--- config.mk ---
export PLATFORM = sky130hd
export DESIGN_NAME = spi_transaction_fsm
export DESIGN_NICKNAME = d
export VERILOG_FILES = /design/src/rtl/spi_pkg.sv /design/src/rtl/spi_bit_counter.sv /design/src/rtl/spi_transaction_fsm.sv
export SDC_FILE = /design/constraint.sdc
export NUM_CORES = 1
export LEC_CHECK = 0
export ABC_AREA = 1
export CORE_MARGIN = 5
export CORE_UTILIZATION = 40
export CTS_CLUSTER_SIZE = 10
export DETAILED_ROUTE_END_ITERATION = 6
export GPL_ROUTABILITY_DRIVEN = 0
export HOLD_SLACK_MARGIN = 0.03
export SLEW_MARGIN = 20
export SYNTH_ARGS = -nofsm -noshare
export SYNTH_HDL_FRONTEND = slang
export SYNTH_SLANG_ARGS = --single-unit
export TNS_END_PERCENT = 20
--- constraint.sdc ---
create_clock -name clk -period 4.35 [get_ports clk]
set_input_delay 0.435 -clock clk [delete_from_list [all_inputs] [get_ports clk]]
set_output_delay 0.435 -clock clk [all_outputs]
set_load 0.05 [all_outputs]
--- src/rtl/spi_pkg.sv ---
// Shared state encoding and constants for the SPI memory transaction controller.
// Defining BURST_EN adds the address-increment state used for multi-byte bursts.
package spi_pkg;

  localparam int unsigned WIDTH_DEFAULT = 8;
  localparam int unsigned CNT_W_DEFAULT = 4;
  localparam logic        RW_READ       = 1'b1;

  typedef enum logic [3:0] {
    StIdle,
    StGetAddr,
    StGotAddr,
    StReadWait,
    StReadLoad,
    StReadShift,
    StWriteShift,
    StWriteMem,
    StDone
`ifdef BURST_EN
    ,
    StIncr
`endif
  } spi_state_e;

endpackage

--- src/rtl/spi_bit_counter.sv ---
// Saturating SCLK-edge counter with synchronous clear and a terminal-edge flag.
module spi_bit_counter
  import spi_pkg::*;
#(
  parameter int unsigned WIDTH = WIDTH_DEFAULT,
  parameter int unsigned CNT_W = CNT_W_DEFAULT
) (
  input  logic clk_i,
  input  logic rst_ni,
  input  logic clr_i,
  input  logic en_i,
  output logic last_o
);

  localparam logic [CNT_W-1:0] MaxCnt = CNT_W'(WIDTH);

  logic [CNT_W-1:0] cnt_q, cnt_d;

  always_comb begin
    cnt_d = cnt_q;
    if (clr_i) begin
      cnt_d = '0;
    end else if (en_i && (cnt_q != MaxCnt)) begin
      cnt_d = cnt_q + 1'b1;
    end
  end

  always_ff @(posedge clk_i or negedge rst_ni) begin
    if (!rst_ni) begin
      cnt_q <= '0;
    end else begin
      cnt_q <= cnt_d;
    end
  end

  // Flags the edge that brings the count to WIDTH, so the FSM can leave on that same clk.
  assign last_o = en_i && (cnt_q == (MaxCnt - 1'b1));

endmodule

--- src/rtl/spi_transaction_fsm.sv ---
// Sequences address/data phases of the SPI memory peripheral from conditioned SCLK/CS.
// Optional BURST_EN: auto-increment the address and continue while CS stays low.
module spi_transaction_fsm
  import spi_pkg::*;
#(
  parameter int unsigned WIDTH = WIDTH_DEFAULT,
  parameter int unsigned CNT_W = CNT_W_DEFAULT
) (
  input  logic clk,
  input  logic resetN,
  input  logic sclkPosEdge,
  input  logic chipSelect,
  input  logic rwBit,
  output logic addrLatchEn,
  output logic srParallelLoad,
  output logic dmWriteEn,
  output logic misoBufEn,
  output logic addrIncrement,
  output logic busy
);

  spi_state_e state_q, state_d;
  logic       shifting, cnt_en, cnt_clr, cnt_last;

  assign shifting = (state_q == StGetAddr) || (state_q == StReadShift) ||
                    (state_q == StWriteShift);
  assign cnt_en   = shifting && sclkPosEdge;
  assign cnt_clr  = !shifting || (state_d != state_q);

  spi_bit_counter #(
    .WIDTH(WIDTH),
    .CNT_W(CNT_W)
  ) u_bit_counter (
    .clk_i (clk),
    .rst_ni(resetN),
    .clr_i (cnt_clr),
    .en_i  (cnt_en),
    .last_o(cnt_last)
  );

`ifdef BURST_EN
  // rwBit is overwritten by data bits during the burst, so remember the direction.
  logic rw_q;
  always_ff @(posedge clk or negedge resetN) begin
    if (!resetN) begin
      rw_q <= 1'b0;
    end else if (state_q == StGotAddr) begin
      rw_q <= rwBit;
    end
  end
`endif

  always_ff @(posedge clk or negedge resetN) begin
    if (!resetN) begin
      state_q <= StIdle;
    end else begin
      state_q <= state_d;
    end
  end

  always_comb begin
    state_d = state_q;
    // CS high aborts everywhere except a write strobe already under way.
    if (chipSelect && (state_q != StIdle) && (state_q != StWriteMem)) begin
      state_d = StIdle;
    end else begin
      unique case (state_q)
        StIdle:       if (!chipSelect) state_d = StGetAddr;
        StGetAddr:    if (cnt_last) state_d = StGotAddr;
        StGotAddr:    state_d = (rwBit == RW_READ) ? StReadWait : StWriteShift;
        StReadWait:   state_d = StReadLoad;
        StReadLoad:   state_d = StReadShift;
`ifdef BURST_EN
        StReadShift:  if (cnt_last) state_d = StIncr;
        StWriteMem:   state_d = chipSelect ? StDone : StIncr;
        StIncr:       state_d = (rw_q == RW_READ) ? StReadWait : StWriteShift;
`else
        StReadShift:  if (cnt_last) state_d = StDone;
        StWriteMem:   state_d = StDone;
`endif
        StWriteShift: if (cnt_last) state_d = StWriteMem;
        StDone:       state_d = StDone;
        default:      state_d = StIdle;
      endcase
    end
  end

  always_comb begin
    addrLatchEn    = (state_q == StGotAddr);
    srParallelLoad = (state_q == StReadLoad);
    dmWriteEn      = (state_q == StWriteMem);
    misoBufEn      = (state_q == StReadShift);
    busy           = (state_q != StIdle);
`ifdef BURST_EN
    addrIncrement  = (state_q == StIncr);
`else
    addrIncrement  = 1'b0;
`endif
  end

endmodule
==> impl_metrics.json, run 1 <==
{
  "clock_latency_ns": 0.25,
  "reg2reg_from": "u_bit_counter.cnt_q[0]",
  "worst_ep_arrival_time_ns": 2.00,
  "area_growth_pct": 16.73,
  "cp_data_required_time_ns": 3.91,
  "avgSynthCellArea_um2": 7.643,
  "start_kind": "flip-flop",
  "drt_iter0_markers": 11,
  "rsz0062_at_grt": "no",
  "cts_hold_buf": 0,
  "synth_flop_cell": "dfrtp_1",
  "cts_tree": "yes",
  "final_antenna_net_count": 0,
  "cts_setup_buffers": 0,
  "r2r_end": "u_bit_counter.cnt_q[2]",
  "cts_resized": 0,
  "antenna_found_initial": 0,
  "hold_violations": 0,
  "tns_ns": 0,
  "synth_area_leaders": "dfrtp_1 (28%), nand2_1 (11%), inv_1 (6.4%)",
  "peakVddDrop_uv": 208.1,
  "finalSetupViolCount": 0,
  "cts-root-buf": "clkbuf_4",
  "syn_area_um2": 703.2,
  "antenna_cells": 0,
  "start_util_pct": 41.17,
  "cts-htree-levels": 1,
  "maxCapViolations": 0,
  "synth_edf_count": 0,
  "core_um2": 1708,
  "powerDensity_nw_per_um2": 379.1,
  "track_usage_pct": 12.06,
  "reg2reg_depth": 11,
  "period_needed_ns": 2.431,
  "cts_buffer_depth": 2,
  "grt_max_degree": 11,
  "avgViaCountPerCell": 4.667,
  "ioPinCount": 11,
  "drive_above_1_share_pct": 18.81,
  "synth_common_cells": "nand2_1 (20), inv_1 (12), nor2_1 (9), dfrtp_1 (8), nand3_1 (8)",
  "wl_per_cell_um": 10.56,
  "ys_async_sr_fraction_pct": 100.0,
  "reg2reg_slack_ns": 2.62,
  "whs_ns": 0.4573,
  "seq_area_frac_synth_pct": 28.47,
  "synth_top_area_share_pct": 28.47,
  "dieArea_um2": 2696,
  "cts.reportedPaths.clkPinSlew_ns": 0.06,
  "routed_wl_um": 1331,
  "finalClockSkew_ns": 0.01279,
  "io_buffers": 9,
  "gr-total-overflow": 0,
  "synth_seq_cells": 8,
  "grt_pass1_vias": 549,
  "slew_viol_final": 0,
  "ys.warnings.count": 0,
  "synth_nets": 99,
  "dp_hpwl_um": 1099,
  "row_count": 15,
  "synth_cell_types": 30,
  "grt_pass1_wl_um": 2408,
  "post-synth-top-area-cell": "dfrtp_1",
  "clock_sinks": 8,
  "finalCritPeriodShare_pct": 55.89,
  "synthCells": 92,
  "route.vias.total": 588,
  "nets": 110,
  "chipWidth_um": 51.93,
  "clock.fmax_ghz": 0.4113,
  "synth_most_common_cell": "nand2_1",
  "path_class": "flip-flop to output pin",
  "drc": 0,
  "path_max_fanout": 10,
  "leakage_nw": 0.3975,
  "die_h_um": 51.93,
  "cts_made_buffers": 3,
  "drt-pass1-iter-count": 4,
  "hold_class": "primary input to async pin",
  "status": "finished, final reports clean",
  "cp-end-kind": "output pin"
}
[layout by cell type, fill, tap and decap left out, types with 2 or more instances in the layout]
cell / synthesis / layout
nand3_2: 3 / 3
inv_1: 12 / 12
clkdlybuf4s50_1: 0 / 9
nor2_1: 9 / 9
nand4_1: 4 / 4
ha_1: 2 / 2
xor2_1: 2 / 2
dfrtp_1: 8 / 8
nand2_1: 20 / 20
nor2_2: 2 / 2
nand3_1: 8 / 8
inv_2: 2 / 2
clkbuf_4: 0 / 3
[kinds of logic after synthesis]
group / count (synthesis) / share of synthesized area [%]
multiplexers: 1 / 1.601
flip-flops: 8 / 28.47
AND/OR/NAND/NOR: 54 / 45.55
AO/OA/AOI/OAI: 5 / 4.091
other: 1 / 0.5333
adder cells (fa/ha/maj): 2 / 3.558
buffers and inverters: 18 / 12.45
XOR/XNOR: 3 / 3.737
[metal layers]
layer / vias to the layer above / global-route usage, % / routed length [um]
met3: 2 / 3.438 / 45
met1: 269 / 16.17 / 683
met5: - / 0 / 0
met4: 0 / 3.930 / 9
met2: 6 / 18.41 / 593
li1: 311 / - / -
[layout make-up]
type | instances | area (um^2)
Inverter | 15 | 61.31
Tap cell | 25 | 31.28
Timing Repair Buffer | 9 | 90.09
Fill cell | 169 | 887.1
Clock buffer | 3 | 22.52
Sequential cell | 8 | 200.2
Multi-Input combinational cell | 66 | 415.4
[report_power, final]
part           total (mW)  switching, mW  internal, mW
Sequential          0.104         0.0219        0.0818
Clock              0.0565         0.0250        0.0316
Combinational       0.151         0.0977        0.0531
Total               0.311          0.145         0.166
[how the worst max path moves through the flow]
stage,start,to,slack [ns],cells after the start
floorplan,state_q[3],srParallelLoad,2.23,3
global placement,state_q[0],addrLatchEn,2.21,4
detailed placement,state_q[0],addrLatchEn,2.19,4
CTS,state_q[0],addrLatchEn,1.91,4
global route,state_q[0],addrLatchEn,1.80,4
finish,state_q[0],addrLatchEn,1.92,4
[critical path, stage by stage (launching register included)]
cell             delay, ns
dfrtp_1               0.54
inv_1                 0.18
nand2_1               0.06
nor2_1                0.14
clkdlybuf4s50_1       0.82
[registers in the layout, summed over array words and instances, names as in the netlist]
name,count
state_q,4
u_bit_counter.cnt_q,4
[metrics by stage]
stage	cell area [um^2]	util, %	setup WS, ns	total power, mW	cells
4_1_cts	820.8	48.06	1.909	0.3159	126
5_1_grt	820.8	48.06	1.795	0.3400	126
6_report	820.8	48.06	1.919	0.3111	126
2_1_floorplan	703.2	-	2.230	0.2276	92
3_5_place_dp	798.3	46.74	2.191	0.2578	123
3_3_place_gp	798.3	46.74	2.212	0.2558	123
Note: power is estimated with default switching activity, not from simulation.
==> inputs of run 2 (changes only) <==
==> constraint.sdc (replaced) <==
create_clock -name clk -period 2.2 [get_ports clk]
set_input_delay 0.22 -clock clk [delete_from_list [all_inputs] [get_ports clk]]
set_output_delay 0.22 -clock clk [all_outputs]
set_load 0.05 [all_outputs]
==> run 2 against run 1 <==
  * First-iteration DRC count shrank 9.1%
  * Design area is the same
  * Critical path type is now flip-flop to flip-flop
  * Largest cell class unchanged
  * Sequential share of layout area is the same
  * Critical path depth grew 8
  * Core utilization is the same
  * Non-clock buffer count grew 1
  * Power grew 100%
==> impl_metrics.json, run 2 (same netlist as run 1, synthesis figures left out) <==
{
  "grt_pass1_vias": 589,
  "cts_made_buffers": 3,
  "area_growth_pct": 16.73,
  "io_buffers": 9,
  "clkPwrFrac_pct": 17.1,
  "hold_class": "primary input to async pin",
  "grt_max_degree": 9,
  "finalCritPeriodShare_pct": 77.28,
  "slew_headroom_pct": 66.49,
  "comb_power_share_pct": 53.9,
  "cts-htree-levels": 1,
  "period_needed_ns": 1.700,
  "reg2reg_slack_ns": 0.50,
  "clock.fmax_ghz": 0.5882,
  "cp_num_buf_inv": 0,
  "reg.largest.list": "state_q x4, u_bit_counter.cnt_q x4",
  "dp.cells": 124,
  "fin_cells": 127,
  "max_stage_delay_ns": 0.37,
  "path_cells": "ha_1 -> nand2_1 -> nor2_1 -> nand3_4 -> nand2_1 -> nand3_1 -> nand2_1 -> nand2_1 -> nand2_1 -> nand2_1 -> nand2_2 -> nor2_1",
  "pwr-share-seq_pct": 29.0,
  "drc": 0,
  "ioPinCount": 11,
  "wl_met1_um": 610,
  "finalPower_uw": 625.7,
  "antenna_cells": 0,
  "nFillCells": 170,
  "avgViaCountPerCell": 4.575,
  "rsz0062_at_grt": "no",
  "track_usage_pct": 12.30,
  "cp-end-kind": "flip-flop",
  "clock_sinks": 8,
  "routed_wl_um": 1367,
  "cts.reportedPaths.clkPinSlew_ns": 0.05,
  "clock_latency_ns": 0.25,
  "tightest_slew_ns": 0.5019,
  "drt-pass1-iter-count": 4,
  "top_layer_used": "met4",
  "drive_above_1_share_pct": 23.53,
  "critPathSlowestCell": "dfrtp_1",
  "final_antenna_net_count": 0,
  "cts_tree": "yes",
  "chipWidth_um": 51.93,
  "p_sw_uw": 287.1,
  "whs_ns": 0.2595,
  "reg2reg_from": "u_bit_counter.cnt_q[0]",
  "core_um2": 1708,
  "path_class": "flip-flop to flip-flop",
  "critPathLaunch": "u_bit_counter.cnt_q[0]",
  "route.vias.total": 581,
  "hold_violations": 0,
  "nets": 111,
  "cts_setup_buffers": 0,
  "cp_data_required_time_ns": 2.34,
  "r2r_end": "u_bit_counter.cnt_q[0]",
  "path_common_cell": "nand2_1",
  "start_kind": "flip-flop",
  "path_max_fanout": 4,
  "maxCapViolations": 0,
  "die_h_um": 51.93,
  "switching_share_pct": 45.89,
  "leakage_nw": 0.4283,
  "peakVddDrop_uv": 426.7,
  "dieArea_um2": 2696,
  "grt_pass1_wl_um": 2470,
  "dp_hpwl_um": 1152,
  "tns_ns": 0,
  "worst_ep_arrival_time_ns": 1.84,
  "dr_wl_met3_um": 38,
  "start_util_pct": 41.17,
  "gr-total-overflow": 0,
  "reg2reg_depth": 12,
  "antenna_found_initial": 0,
  "wl_met2_um": 701,
  "path_delay_family": "simple AND/OR/NAND/NOR gates",
  "wl_per_cell_um": 10.76,
  "slew_viol_final": 0,
  "cts-root-buf": "clkbuf_4",
  "finalClockSkew_ns": 0.0007217,
  "row_count": 15,
  "layout_commonest_cell": "nand2_1",
  "powerDensity_nw_per_um2": 762.3,
  "drt_iter0_markers": 10,
  "cts_buffer_depth": 2,
  "finalSetupViolCount": 0,
  "status": "finished, final reports clean",
  "p_int_uw": 338.5,
  "mostFrequentLayoutCells": "nand2_1 (20), inv_1 (12), nor2_1 (9)"
}
[run 2: through the flow]
step	setup WS, ns	util [%]	area [um^2]
final	0.4998	48.06	820.8
after global placement	0.3817	46.59	795.8
after detailed placement	0.3671	46.59	795.8
after CTS	0.09357	47.91	818.3
after floorplan	0.1597	-	703.2
after global routing	0.2663	48.06	820.8
[run 2: layout make-up]
| class | count | area (um^2) | area share (%) |
|---|---|---|---|
| Timing Repair Buffer | 10 | 90.09 | 10.98 |
| Tap cell | 25 | 31.28 | 3.811 |
| Sequential cell | 8 | 200.2 | 24.39 |
| Inverter | 15 | 61.31 | 7.470 |
| Multi-Input combinational cell | 66 | 415.4 | 50.61 |
| Clock buffer | 3 | 22.52 | 2.744 |
[run 2: power by group through the flow]
stage / Sequential, mW / Combinational [mW] / Clock [mW]
final: 0.181 / 0.337 / 0.107
after global routing: 0.183 / 0.373 / 0.122
after CTS: 0.181 / 0.340 / 0.115
after detailed placement: 0.183 / 0.340 / 0
after global placement: 0.184 / 0.338 / 0
after floorplan: 0.171 / 0.279 / 0
[run 2: timing repair]
action | CTS | global route
hold buffers | 0 | 0
gates resized for setup | 0 | 1
endpoints found under the setup margin | 0 | 1
[run 2: worst max-delay path by stage]
stage / to / slack [ns] / cells past startpoint
finish: u_bit_counter.cnt_q[0] / 0.50 / 12
global route: u_bit_counter.cnt_q[2] / 0.27 / 11
CTS: srParallelLoad / 0.09 / 4
detailed placement: srParallelLoad / 0.37 / 4
global placement: srParallelLoad / 0.38 / 4
floorplan: u_bit_counter.cnt_q[3] / 0.16 / 13
[run 2: routing by layer]
metal	track usage, %	up-vias
li1	-	310
met2	20.50	6
met4	7.860	0
met1	14.59	263
met3	1.719	2
met5	0	-
==> inputs of run 3 (changes only) <==
==> constraint.sdc (replaced) <==
create_clock -name clk -period 1.5 [get_ports clk]
set_input_delay 0.15 -clock clk [delete_from_list [all_inputs] [get_ports clk]]
set_output_delay 0.15 -clock clk [all_outputs]
set_load 0.05 [all_outputs]
==> run 3 against run 2 <==
  * The run now ends with negative setup slack left
  * Critical path depth grew 1
  * Sequential power grew 64%
  * Fmax grew 2.8%
  * Design area grew 47%
  * Sequential share of layout area shrank 7.5 points
  * Combinational power grew 140%
==> impl_metrics.json, run 3 (same netlist as run 1, synthesis figures left out) <==
{
  "avgViaCountPerCell": 4.711,
  "r2r_end": "u_bit_counter.cnt_q[1]",
  "reg2reg_depth": 13,
  "cts_buffer_depth": 2,
  "wl_met1_um": 824,
  "cp_num_buf_inv": 3,
  "final_antenna_net_count": 0,
  "finalSetupViolCount": 8,
  "reg2reg_from": "state_q[2]",
  "drive_above_1_share_pct": 61.94,
  "nets": 143,
  "ioPinCount": 11,
  "wl_met2_um": 950,
  "drc": 0,
  "wl_per_cell_um": 11.84,
  "grt_pass1_wl_um": 3111,
  "multi_input_area_um2": 486.7,
  "nFillCells": 128,
  "cts_made_buffers": 3,
  "chipWidth_um": 51.93,
  "routed_wl_um": 1882,
  "dieArea_um2": 2696,
  "drt_iter0_markers": 10,
  "layout_commonest_cell": "buf_4",
  "reg.largest.list": "state_q x4, u_bit_counter.cnt_q x4",
  "period_needed_ns": 1.655,
  "path_max_fanout": 4,
  "start_util_pct": 41.17,
  "slew_viol_final": 0,
  "cts.reportedPaths.clkPinSlew_ns": 0.05,
  "dr_wl_met3_um": 58,
  "finalClockSkew_ns": 0.00006514,
  "path_cells": "buf_6 -> nor2_4 -> buf_6 -> nand3_2 -> o21ai_1 -> inv_1 -> nand2_2 -> nand2_2 -> nand2_2 -> nand2_2 -> nor2_2 -> nand2_2 -> nor2_1",
  "mostFrequentLayoutCells": "buf_4 (29), nand2_1 (12), nand2_2 (9)",
  "grt_max_degree": 9,
  "violations": "negative setup slack",
  "cp_data_required_time_ns": 1.68,
  "fin_util_pct": 70.77,
  "maxCapViolations": 0,
  "peakVddDrop_uv": 729.5,
  "path_delay_family": "simple AND/OR/NAND/NOR gates",
  "path_common_cell": "nand2_2",
  "path_class": "flip-flop to flip-flop",
  "cts_tree": "yes",
  "max_stage_delay_ns": 0.40,
  "leakage_nw": 0.5875,
  "clock.fmax_ghz": 0.6044,
  "seq_area_um2": 203.9,
  "core_um2": 1708,
  "top_layer_used": "met4",
  "rsz0062_at_grt": "yes",
  "clock_sinks": 8,
  "cts-htree-levels": 1,
  "critPathSlowestCell": "dfrtp_1",
  "reg2reg_slack_ns": -0.15,
  "area_growth_pct": 71.89,
  "fin_ws_ns": -0.1545,
  "postPlaceCellArea_um2": 1028,
  "start_kind": "flip-flop",
  "preCtsSetupSlack_ns": -0.1600,
  "status": "complete, but fails checks",
  "worst_ep_arrival_time_ns": 1.83,
  "gr-total-overflow": 0,
  "finalCritPeriodShare_pct": 110.3,
  "clock_latency_ns": 0.25,
  "cts-root-buf": "clkbuf_4",
  "cp-end-kind": "flip-flop",
  "fin_area_um2": 1209,
  "io_buffers": 9,
  "track_usage_pct": 15.32,
  "hold_class": "primary input to async pin",
  "cts_hold_buf": 0,
  "route.vias.total": 749,
  "antenna_cells": 0,
  "grt_pass1_vias": 750,
  "hold_violations": 0,
  "powerDensity_nw_per_um2": 1056,
  "die_h_um": 51.93,
  "dp_hpwl_um": 1302,
  "antenna_found_initial": 0,
  "row_count": 15,
  "drt-pass1-iter-count": 4,
  "finalPower_mw": 1.276
}
-- run 3: changes by cell type in the layout (fill, tap and decap cells not counted), moves of 5 or more --
cell / before / now
buf_12: 0 / 5
buf_4: 5 / 29
nand2_1: 20 / 12
nand2_2: 1 / 9
nor2_1: 9 / 3
-- run 3: cell type report --
type | count | area share, %
well taps | 25 | 2.588
multi-input cells | 66 | 40.27
clock buffers | 3 | 1.863
flip-flops and latches | 8 | 16.87
inverters | 15 | 5.072
repair buffers | 42 | 33.33
-- run 3: power breakdown --
part	switching [mW]	total, mW	internal [mW]
Clock	0.0688	0.160	0.0913
Sequential	0.0556	0.296	0.241
Combinational	0.406	0.820	0.414
Total	0.531	1.28	0.746
-- run 3: worst max path at each step --
stage	from	end	slack, ns	cells past startpoint
5_1_grt	state_q[2]	u_bit_counter.cnt_q[1]	-0.27	13
4_1_cts	state_q[3]	u_bit_counter.cnt_q[2]	-0.08	11
2_1_floorplan	state_q[0]	u_bit_counter.cnt_q[3]	-0.30	13
6_report	state_q[2]	u_bit_counter.cnt_q[1]	-0.15	13
3_5_place_dp	state_q[0]	u_bit_counter.cnt_q[2]	-0.16	12
3_3_place_gp	state_q[0]	u_bit_counter.cnt_q[2]	-0.17	12
-- run 3: layer usage --
layer  vias to the layer above  GRT usage, %
li1                        375             -
met1                       352         19.02
met2                        16         25.31
met3                         6         2.865
met4                         0         6.987
met5                         -             0
-- run 3: stage by stage --
step                setup TNS (ns)  hold slack, ns  instances
CTS                        -0.2975          0.1838        157
global route                -1.745          0.1922        159
global placement           -0.6984          0.4442        146
finish                     -0.7888          0.1823        159
floorplan                   -1.286         -0.1456         92
detailed placement         -0.6342          0.4519        146
-- run 3: repair_timing --
item / CTS / global route
gates resized for setup: 12 / 21
pin swaps: 13 / 15
buffers inserted: 9 / 2
cloned: 0 / 0
setup endpoints to repair: 9 / 12
